$ cat src/rtl/l1_dcache_if.sv
// CPU data-port and physical-memory line-port bundles for l1_dcache.
// The cache is the slave on the CPU side and the master on the pmem side.
interface l1_dcache_if;
   logic        mem_read;
   logic        mem_write;
   logic [3:0]  mem_byte_enable;
   logic [31:0] mem_address;
   logic [31:0] mem_wdata;
   logic [31:0] mem_rdata;
   logic        mem_resp;

   modport master (
      output mem_read, mem_write, mem_byte_enable, mem_address, mem_wdata,
      input  mem_rdata, mem_resp
   );

   modport slave (
      input  mem_read, mem_write, mem_byte_enable, mem_address, mem_wdata,
      output mem_rdata, mem_resp
   );
endinterface

interface l1_dcache_pmem_if;
   logic         pmem_read;
   logic         pmem_write;
   logic [31:0]  pmem_address;
   logic [255:0] pmem_wdata;
   logic [255:0] pmem_rdata;
   logic         pmem_resp;

   modport master (
      output pmem_read, pmem_write, pmem_address, pmem_wdata,
      input  pmem_rdata, pmem_resp
   );

   modport slave (
      input  pmem_read, pmem_write, pmem_address, pmem_wdata,
      output pmem_rdata, pmem_resp
   );
endinterface

$ cat src/rtl/l1_dcache.sv
// Direct-mapped, write-back, write-allocate L1 data cache with 32-byte lines.
// Define DCACHE_PERF_EN to build the hit/miss counters; otherwise they read as zero.
module l1_dcache #(
   parameter int S_INDEX = 3
) (
   input  logic              clk,
   input  logic              rst,
   l1_dcache_if.slave        mem,
   l1_dcache_pmem_if.master  pmem,
   output logic [31:0]       perf_hits,
   output logic [31:0]       perf_misses
);
   localparam int SETS  = 2 ** S_INDEX;
   localparam int TAG_W = 32 - 5 - S_INDEX;

   typedef enum logic [1:0] {IDLE, COMPARE, WRITEBACK, ALLOCATE} state_t;

   state_t state_reg, state_next;

   logic [SETS-1:0]    valid_reg;
   logic [SETS-1:0]    dirty_reg;
   logic [TAG_W-1:0]   tag_mem  [SETS];
   logic [255:0]       data_mem [SETS];
   logic [255:0]       line_reg;

   logic [S_INDEX-1:0] idx;
   logic [TAG_W-1:0]   tag;
   logic [2:0]         word_sel;
   logic               req;
   logic               hit;
   logic               fill_done;
   logic               write_hit;
   logic [31:0]        cur_word;
   logic [31:0]        merged_word;
   logic [255:0]       merged_line;

   assign idx       = mem.mem_address[5 +: S_INDEX];
   assign tag       = mem.mem_address[31 -: TAG_W];
   assign word_sel  = mem.mem_address[4:2];
   assign req       = mem.mem_read | mem.mem_write;
   assign hit       = valid_reg[idx] && (tag_mem[idx] == tag);
   assign cur_word  = line_reg[{word_sel, 5'b0} +: 32];
   assign fill_done = (state_reg == ALLOCATE) && pmem.pmem_resp;
   assign write_hit = (state_reg == COMPARE) && hit && mem.mem_write && (|mem.mem_byte_enable);

   for (genvar gi = 0; gi < 4; gi++) begin : g_lane
      assign merged_word[gi*8 +: 8] = mem.mem_byte_enable[gi] ? mem.mem_wdata[gi*8 +: 8]
                                                               : cur_word[gi*8 +: 8];
   end

   always_comb begin
      merged_line = line_reg;
      merged_line[{word_sel, 5'b0} +: 32] = merged_word;
   end

   // Line storage with registered read; a completing fill bypasses into the
   // read register so the replay COMPARE sees the new line without a stall.
   always_ff @(posedge clk) begin
      if (fill_done) begin
         data_mem[idx] <= pmem.pmem_rdata;
         tag_mem[idx]  <= tag;
         line_reg      <= pmem.pmem_rdata;
      end else begin
         if (write_hit) begin
            data_mem[idx] <= merged_line;
         end
         line_reg <= data_mem[idx];
      end
   end

   always_ff @(posedge clk or posedge rst) begin
      if (rst) begin
         state_reg <= IDLE;
         valid_reg <= '0;
         dirty_reg <= '0;
      end else begin
         state_reg <= state_next;
         if (fill_done) begin
            valid_reg[idx] <= 1'b1;
            dirty_reg[idx] <= 1'b0;
         end else if (write_hit) begin
            dirty_reg[idx] <= 1'b1;
         end
      end
   end

   always_comb begin
      state_next        = state_reg;
      mem.mem_resp      = 1'b0;
      mem.mem_rdata     = '0;
      pmem.pmem_read    = 1'b0;
      pmem.pmem_write   = 1'b0;
      pmem.pmem_address = '0;
      pmem.pmem_wdata   = '0;
      case (state_reg)
         IDLE: begin
            if (req) state_next = COMPARE;
         end
         COMPARE: begin
            if (hit) begin
               mem.mem_resp  = 1'b1;
               mem.mem_rdata = cur_word;
               state_next    = IDLE;
            end else if (valid_reg[idx] && dirty_reg[idx]) begin
               state_next = WRITEBACK;
            end else begin
               state_next = ALLOCATE;
            end
         end
         WRITEBACK: begin
            pmem.pmem_write   = 1'b1;
            pmem.pmem_address = {tag_mem[idx], idx, 5'b0};
            pmem.pmem_wdata   = line_reg;
            if (pmem.pmem_resp) state_next = ALLOCATE;
         end
         ALLOCATE: begin
            pmem.pmem_read    = 1'b1;
            pmem.pmem_address = {mem.mem_address[31:5], 5'b0};
            if (pmem.pmem_resp) state_next = COMPARE;
         end
         default: state_next = IDLE;
      endcase
   end

`ifdef DCACHE_PERF_EN
   logic [31:0] hits_reg;
   logic [31:0] misses_reg;
   logic        replay_reg;

   // The COMPARE that follows a fill is a replay and must not count as a hit.
   always_ff @(posedge clk or posedge rst) begin
      if (rst) begin
         hits_reg   <= '0;
         misses_reg <= '0;
         replay_reg <= 1'b0;
      end else begin
         if (fill_done) begin
            replay_reg <= 1'b1;
         end else if (state_reg == COMPARE) begin
            replay_reg <= 1'b0;
         end
         if (state_reg == COMPARE && hit && !replay_reg) begin
            hits_reg <= hits_reg + 32'd1;
         end
         if (state_reg == COMPARE && !hit) begin
            misses_reg <= misses_reg + 32'd1;
         end
      end
   end

   assign perf_hits   = hits_reg;
   assign perf_misses = misses_reg;
`else
   assign perf_hits   = '0;
   assign perf_misses = '0;
`endif

endmodule

$ cat src/flat_wrapper.sv
// flat-port wrapper written by rule: the top's interface ports become plain ports
module l1_dcache_flat 
#(
   parameter int S_INDEX = 3
)
  (clk, rst, perf_hits, perf_misses, mem_mem_read, mem_mem_write, mem_mem_byte_enable, mem_mem_address, mem_mem_wdata, mem_mem_rdata, mem_mem_resp, pmem_pmem_read, pmem_pmem_write, pmem_pmem_address, pmem_pmem_wdata, pmem_pmem_rdata, pmem_pmem_resp);
  l1_dcache_if mem_i ();
  l1_dcache_pmem_if pmem_i ();
  input  logic clk;
  input  logic rst;
  output logic [31:0] perf_hits;
  output logic [31:0] perf_misses;
  input wire logic [$bits(mem_i.mem_read)-1:0] mem_mem_read;
  input wire logic [$bits(mem_i.mem_write)-1:0] mem_mem_write;
  input wire logic [$bits(mem_i.mem_byte_enable)-1:0] mem_mem_byte_enable;
  input wire logic [$bits(mem_i.mem_address)-1:0] mem_mem_address;
  input wire logic [$bits(mem_i.mem_wdata)-1:0] mem_mem_wdata;
  output wire logic [$bits(mem_i.mem_rdata)-1:0] mem_mem_rdata;
  output wire logic [$bits(mem_i.mem_resp)-1:0] mem_mem_resp;
  output wire logic [$bits(pmem_i.pmem_read)-1:0] pmem_pmem_read;
  output wire logic [$bits(pmem_i.pmem_write)-1:0] pmem_pmem_write;
  output wire logic [$bits(pmem_i.pmem_address)-1:0] pmem_pmem_address;
  output wire logic [$bits(pmem_i.pmem_wdata)-1:0] pmem_pmem_wdata;
  input wire logic [$bits(pmem_i.pmem_rdata)-1:0] pmem_pmem_rdata;
  input wire logic [$bits(pmem_i.pmem_resp)-1:0] pmem_pmem_resp;
  assign mem_i.mem_read = mem_mem_read;
  assign mem_i.mem_write = mem_mem_write;
  assign mem_i.mem_byte_enable = mem_mem_byte_enable;
  assign mem_i.mem_address = mem_mem_address;
  assign mem_i.mem_wdata = mem_mem_wdata;
  assign mem_mem_rdata = mem_i.mem_rdata;
  assign mem_mem_resp = mem_i.mem_resp;
  assign pmem_pmem_read = pmem_i.pmem_read;
  assign pmem_pmem_write = pmem_i.pmem_write;
  assign pmem_pmem_address = pmem_i.pmem_address;
  assign pmem_pmem_wdata = pmem_i.pmem_wdata;
  assign pmem_i.pmem_rdata = pmem_pmem_rdata;
  assign pmem_i.pmem_resp = pmem_pmem_resp;
  l1_dcache #(.S_INDEX(S_INDEX)) u_core (.clk(clk), .rst(rst), .mem(mem_i), .pmem(pmem_i), .perf_hits(perf_hits), .perf_misses(perf_misses));
endmodule
$ cat config.mk
export PLATFORM = sky130hd
export DESIGN_NAME = l1_dcache_flat
export DESIGN_NICKNAME = d
export VERILOG_FILES = /design/src/rtl/l1_dcache_if.sv /design/src/rtl/l1_dcache.sv /design/src/flat_wrapper.sv
export SDC_FILE = /design/constraint.sdc
export NUM_CORES = 2
export LEC_CHECK = 0
export CAP_MARGIN = 20
export CORE_MARGIN = 5
export CORE_UTILIZATION = 45
export DETAILED_ROUTE_END_ITERATION = 10
export PLACE_DENSITY = 0.66
export SKIP_CTS_REPAIR_TIMING = 1
export SLEW_MARGIN = 0
export SYNTH_ARGS = -nofsm -noshare
export SYNTH_HDL_FRONTEND = slang
export SYNTH_SLANG_ARGS = --single-unit
$ cat constraint.sdc
create_clock -name clk -period 17.1 [get_ports clk]
set_clock_uncertainty 0.2 [all_clocks]
set_input_delay 2.565 -clock clk [delete_from_list [all_inputs] [get_ports clk]]
set_output_delay 2.565 -clock clk [all_outputs]
set_load 0.02 [all_outputs]
======== Word-level counts from Yosys, hierarchy flattened ========
Memories as Yosys holds them, arrays and structs flattened. A register that Yosys moved wholly into a read port is not among the register bits.
Index checks and enable logic that the tools add are counted.
cells by class
  reduce and logical (&&, ||, !) cells .... 11
  magnitude comparators ................... 2
  muxes and demuxes ....................... 34
  bitwise logic cells ..................... 6
  shifts and indexed selects .............. 3
  eq/ne operators ......................... 7
  multiply operators ...................... 0
  div/mod/pow operators ................... 0
  add/subtract/negate cells ............... 1
operators with widths
  kind                       count
  $mux 256                   3
  $bwmux 256                 1
  $shift 32x10->256 const A  1
  $shiftx 256x9->32          1
  $shiftx 32x10->256         1
  $mux 32                    2
  $pmux 32 s2                1
  $mux 8                     6
  $eq 24x24->1               1
  $or 8x8->8                 2
  $mux 1                     13
  $neg 8->10                 1
  $and 8x8->8                1
  $mux 2                     4
  $not 8->8                  1
  $pmux 2 s4                 1
  $logic_and 1x1->1          7
  $bmux 1 s3                 2
  $eq 2x2->1 const B         2
  $lt 3x4->1 const B         1
  $ne 2x2->1 const B         2
  $reduce_or 4->1            1
  $demux 1 s3                1
  $ge 3x1->1 const B         1
  6 further kinds            7
storage, ports and cells
  memories ................................ 2
  register bits ........................... 275
  memory bits (writable) .................. 2240
  input bits .............................. 329
  word-level logic and storage cells ...... 71
  bits in latches ......................... 0
  memory bits (read-only) ................. 0
  output and inout port bits .............. 387
memories
  memory           depth  bits a word  rd ports  clocked after memory_dff  wr ports  line             text
  u_core.data_mem  8      256          1         1                         1         l1_dcache.sv:23  logic [255:0] data_mem [SETS];
  u_core.tag_mem   8      24           1         0                         1         l1_dcache.sv:22  logic [TAG_W-1:0] tag_mem [SETS];

======== Depth between registers and ports, before layout ========
  depth after elaboration ................. 10
  depth in mapped cells ................... 14
  gate-level depth less buffers ........... 9

======== Worst setup path after synthesis ========
Ideal clock, no wire load.
  path type ............................... input -> register
  from .................................... in mem_mem_address[6]
  to ...................................... mem u_core.data_mem[0][0] (enable)
  arrival time ............................ 17.616 ns
  setup slack ............................. -1.675 ns
  path buffers ............................ 4
  library setup time ...................... 0.959 ns
  stages on the path ...................... 11
  data required time ...................... 15.941 ns
  cell sequence ........................... buf_2 -> or2_2 -> clkbuf_1 -> o22ai_1 -> nor3_1 -> or4bb_1 -> or4_4 -> or4b_1 -> buf_2 -> buf_6 -> a21oi_1
on the way
  cells in the longest elaborated chain, start to end .. 10
  elaborated cells on any way between the ends .. 12
  those cells by class .................... eq/ne (1); mux (5); bitwise (1); reduce/logical (4); memory (1)
ends and longest elaborated chain
  element                                            line                text
  start: declaration                                 flat_wrapper.sv:16  input wire logic [$bits(mem_i.mem_address)-1:0] mem_mem_address;
  $mem_v2 8x24 / $bmux 1 s3 (equally long branches)  n/a
  $eq 24x24->1 / $mux 1 (equally long branches)      l1_dcache.sv:41     assign hit = valid_reg[idx] && (tag_mem[idx] == tag);
  $logic_and 1x1->1                                  l1_dcache.sv:41
  $logic_and 1x1->1 (3 in series)                    l1_dcache.sv:44     assign write_hit = (state_reg == COMPARE) && hit && mem.mem_write && (|mem.mem_byte_enable);
  $mux 1                                             l1_dcache.sv:64     if (write_hit) begin
  $mux 1                                             l1_dcache.sv:59     if (fill_done) begin
  $mux 1 (not written as such)                       l1_dcache.sv:65     data_mem[idx] <= merged_line;
  $or 1x1->1 (no source line)                        n/a
  end: declaration                                   l1_dcache.sv:23
Parallel ways exist; a longest one is shown, timed or not. The select of a mux whose other input is x is not followed.

======== Final worst setup path ========
  from .................................... in mem_mem_address[5]
  to ...................................... out mem_mem_rdata[0]
on the way
  cells in the longest elaborated chain, start to end .. 5
  elaborated cells on any way between the ends .. 7
  those cells by class .................... eq/ne (1); mux (4); reduce/logical (1); memory (1)
ends and longest elaborated chain
  element                                            line                text
  $mem_v2 8x24 / $bmux 1 s3 (equally long branches)  n/a
  $eq 24x24->1 / $mux 1 (equally long branches)      l1_dcache.sv:41
  $logic_and 1x1->1 (*)                              l1_dcache.sv:41
  $mux 32 (*)                                        l1_dcache.sv:100    if (hit) begin
  $mux 32 (*)                                        l1_dcache.sv:95     case (state_reg)
  end: declaration                                   flat_wrapper.sv:18  output wire logic [$bits(mem_i.mem_rdata)-1:0] mem_mem_rdata;
Mark *: on every way between the ends. The rest lies on a longest branch, timed or not. The select of a mux whose other input is x is not followed.

==> results by group <==
Worst setup path
  – Crit path max fanout: 105
  – CP bufs+invs: 4
  – Max incr delay on CP: 0.88 ns
  – WP depth: 11
  – Worst-path cell chain: buf_8 > buf_4 > mux2_2 > o22ai_1 > or3_1 > nand4_1 > nor4_1 > nand4_1 > buf_4 > nor3b_1 > clkdlybuf4s50_1
  – Critical path class: input port to output port
  – Worst EP arrival: 7.60 ns
  – Critical-path top delay cell: buf_4
  – Critical Path Sink Type: output port
  – Cell family with most CP delay: buffers and inverters
  – Data required, critical path: 14.34 ns
  – Worst-case reg-to-reg path depth: 10
  – Critical Path Start Type: input port

Floorplan
  – Die ar.: 0.2437 mm²
  – DIE WIDTH: 493.6 µm
  – Num ports: 716
  – # rows: 177
  – Starting Density: 0.4522
  – Die height: 493.6 µm
  – Core area: 0.2328 mm²

Pwr
  – Leakage power: 40.93 nW
  – NetSw: 4.307 mW
  – Overall Power: 16.08 mW
  – Cell internal pwr: 11.77 mW
  – Sw Share: 0.2679
  – Combinational fraction of design power: 0.149
  – P per Cell Area: 128.7 mW/mm²
  – Sequential power share: 0.473
  – Worst VDD drop: 0.07886 mV
  – Clock power share: 0.377

STA
  – Worst hold slack: 0.2540 ns
  – Min Tclk post-route: 10.37 ns
  – Fin crit share: 0.6062
  – Peak Freq: 96.48 MHz
  – Setup Viol. Count Final: 0
  – Slew Limit Fails: 0
  – RSZ-0062 raised after global routing: false
  – Slew headroom: 0.2200
  – Hold Vio Cnt, Final: 0
  – Setup TNS: 0 ns
  – Tightest Pin Transition: 1.138 ns

Place
  – Post-DP HPWL: 240.4 mm
  – Placed insts: 10,070
  – GP Congestion: 0.8689
  – IO Port Bufs: 644

GRT
  – Vias in the first global route: 62,550
  – First-pass GRT wire length: 521.8 mm
  – Total GRT Usage: 0.3071
  – Largest net degree at the start of global routing: 124
  – Remaining global-route overflow: 0
  – Initial antenna violation count: 89

CTS
  – Insertion delay to the later sink of the worst-skew pair: 0.95 ns
  – Max Buffers Root-to-Sink: 4
  – Clock transition at the registers of the reported paths: 0.06 ns
  – CTS tree: done
  – Clock Sinks: 2,771
  – H-tree Lvls: 5
  – CTS Root Cell: clkbuf_16
  – Number of CTS-inserted buffers: 293

Synth
  – Synth Cell Area: 0.1052 mm²
  – Xor-xnor portion of the synthesized cell area: 0.0007489
  – Largest family of logic cells by synthesized area: multiplexers
  – Simple-Gate Fraction of Synth Area: 0.04223
  – Synth Warn #: 0
  – Post-Synthesis Mean Instance Area: 16.16 µm²
  – Synth cell types: 61
  – Number of synthesized flops with an enable pin: 2,240
  – Synth Area in Compound Gates: 0.08950
  – Ys async rst share: 0.006496
  – Seq cells post-synth: 2,771
  – Syn Inst Count: 6,511
  – Post-synthesis mux area share: 0.1035
  – Adder-cell share of the synthesized area: 0.001070
  – Register area share after synthesis: 0.7410
  – Dominant synthesized flop cell: edfxtp_1

Cells and area
  – Share of the core filled with cells: 0.5366
  – Non-Filler Instances: 10,640
  – Share of post-route cells with drive strength above 1: 0.1242
  – Nets: 7,568
  – Fillers: 18,480
  – Syn-to-layout area delta: 18.67%

Drt
  – Top Layer Used: met5
  – DR DRC count: 0
  – Drt pass-1 iters: 8
  – Via density: 6.260
  – WL met1: 137.7 mm
  – Initial DRC Count: 9,119
  – ANT nets after route: 0
  – Met2 routed WL: 173.1 mm
  – Drt total wl: 386.5 mm
  – Met3 wire length: 43.62 mm
  – Drt wl/cell: 36.31 µm
  – Vias: 66,630

Worst hold path
  – Hold crit path type: flop to flop
  – Hold path cells: 2

Flow run
  – Maxcap violations: 0

Outcome
  – Status: completed
cell usage in the layout (no fill, tap or decap), types with 10 or more instances in the layout:
master           instances
a22o_1                 164
mux4_2                 116
nand3_1                158
conb_1                  69
mux2_1                 239
a221oi_1               151
nor2_4                  13
clkbuf_1                84
nor2b_1                 10
dfrtp_1                 18
diode_2                 62
a22oi_1                460
clkdlybuf4s50_1        640
edfxtp_1              2240
nor3b_1                 33
a21oi_1                130
a211oi_1                26
mux2i_2                 11
o21ai_0                249
o22ai_1                 34
a221o_1                 53
nand2_1                268
clkinv_2                45
nor2_1                 400
mux2_2                 123
buf_4                  193
clkinv_1                28
clkbuf_16              301
clkbuf_8                37
mux2i_1                409
or3_1                   11
buf_12                  16
nand4_1                 41
or2_2                   10
o31ai_1                 23
dfxtp_1                512
cells by family (layout without fill, tap and decap cells):
family	Yosys count	after routing
AO/OA/AOI/OAI	1317	1317
XOR/XNOR	9	9
adder cells (fa/ha/maj)	9	9
buffers and inverters	508	1379
flip-flops	2771	2771
multiplexers	898	898
other	1	131
AND/OR/NAND/NOR	998	998
routing by layer:
metal / track usage / vias to the layer above
li1: - / 27080
met3: 0.07972 / 874
met1: 0.3896 / 34140
met4: 0.2196 / 42
met2: 0.4603 / 4497
met5: 0 / -
metrics by stage:
step | instance area [µm²] | worst slack (ns)
final | 124900 | 6.735
after global routing | 124800 | 6.520
after detailed placement | 115700 | 6.679
after CTS | 124700 | 6.671
after floorplan | 105500 | -1.675
after global placement | 115700 | 6.731
power by group through the flow:
| stage | clock network, mW | logic [mW] | registers, mW |
|---|---|---|---|
| 6_report | 6.07 | 2.40 | 7.61 |
| 4_1_cts | 6.08 | 2.35 | 7.61 |
| 2_1_floorplan | 0 | 1.06 | 7.79 |
| 5_1_grt | 6.38 | 2.42 | 7.63 |
| 3_3_place_gp | 0 | 2.33 | 7.74 |
| 3_5_place_dp | 0 | 2.34 | 7.75 |
cell type report:
class	count	area (µm²)	share of cell area
diodes	62	155.1	0.001242
repair buffers	853	8227	0.06587
inverters	11	53.80	0.0004308
multi-input cells	3300	25520	0.2043
well taps	3132	3919	0.03138
clock buffers	421	8343	0.06680
flip-flops and latches	2771	77990	0.6244
clock inverters	94	688.2	0.005510
Yosys cell counts (all sizes together), types with 4 or more instances:
cell type	count	area, µm²
buf	193	1130
nand4	41	256.5
nor3b	33	247.7
a211oi	26	195.2
a221o	53	530.5
ha	9	112.6
nand2	268	1006
dfxtp	513	10270
nor3	6	30.03
or3	11	68.82
nor2	413	1550
edfxtp	2240	67260
o31ai	23	172.7
dfrtp	18	450.4
o221ai	8	70.07
or2	10	62.56
and3	6	37.54
xor2	4	35.03
a21oi	138	690.7
mux2	362	4076
nand2b	5	31.28
nor4b	4	50.05
o21ai	249	1246
and2	10	62.56
nand3	159	795.8
a221oi	151	1323
inv	8	30.03
nor2b	10	62.56
clkbuf	304	1141
a22o	164	1436
xnor2	5	43.79
mux2i	420	4204
mux4	116	2613
a22oi	460	3453
nor4	8	50.05
o22ai	34	212.7
final timing paths:
check | from | endpoint | slack [ns]
worst max-delay path | mem_mem_address[5] | mem_mem_rdata[0] | 6.73
worst min-delay path | u_core.data_mem[6][252]$_DFFE_PP_ | flop | 0.25
worst max register to register | flop | u_core.data_mem[0][149]$_DFFE_PP_ | 10.44
worst min register to register | u_core.data_mem[6][252]$_DFFE_PP_ | flop | 0.25
max in group asynchronous | rst | asynchronous set/reset pin | 14.26
min in group asynchronous | rst | asynchronous set/reset pin | 1.99
tightest hold or removal path, delay by kind of cell (launching register included):
kind	cells	cell delay [ns]
flip-flops	1	0.32
AND/OR/NAND/NOR	2	0.10
Power figures use the tool's default switching activity.
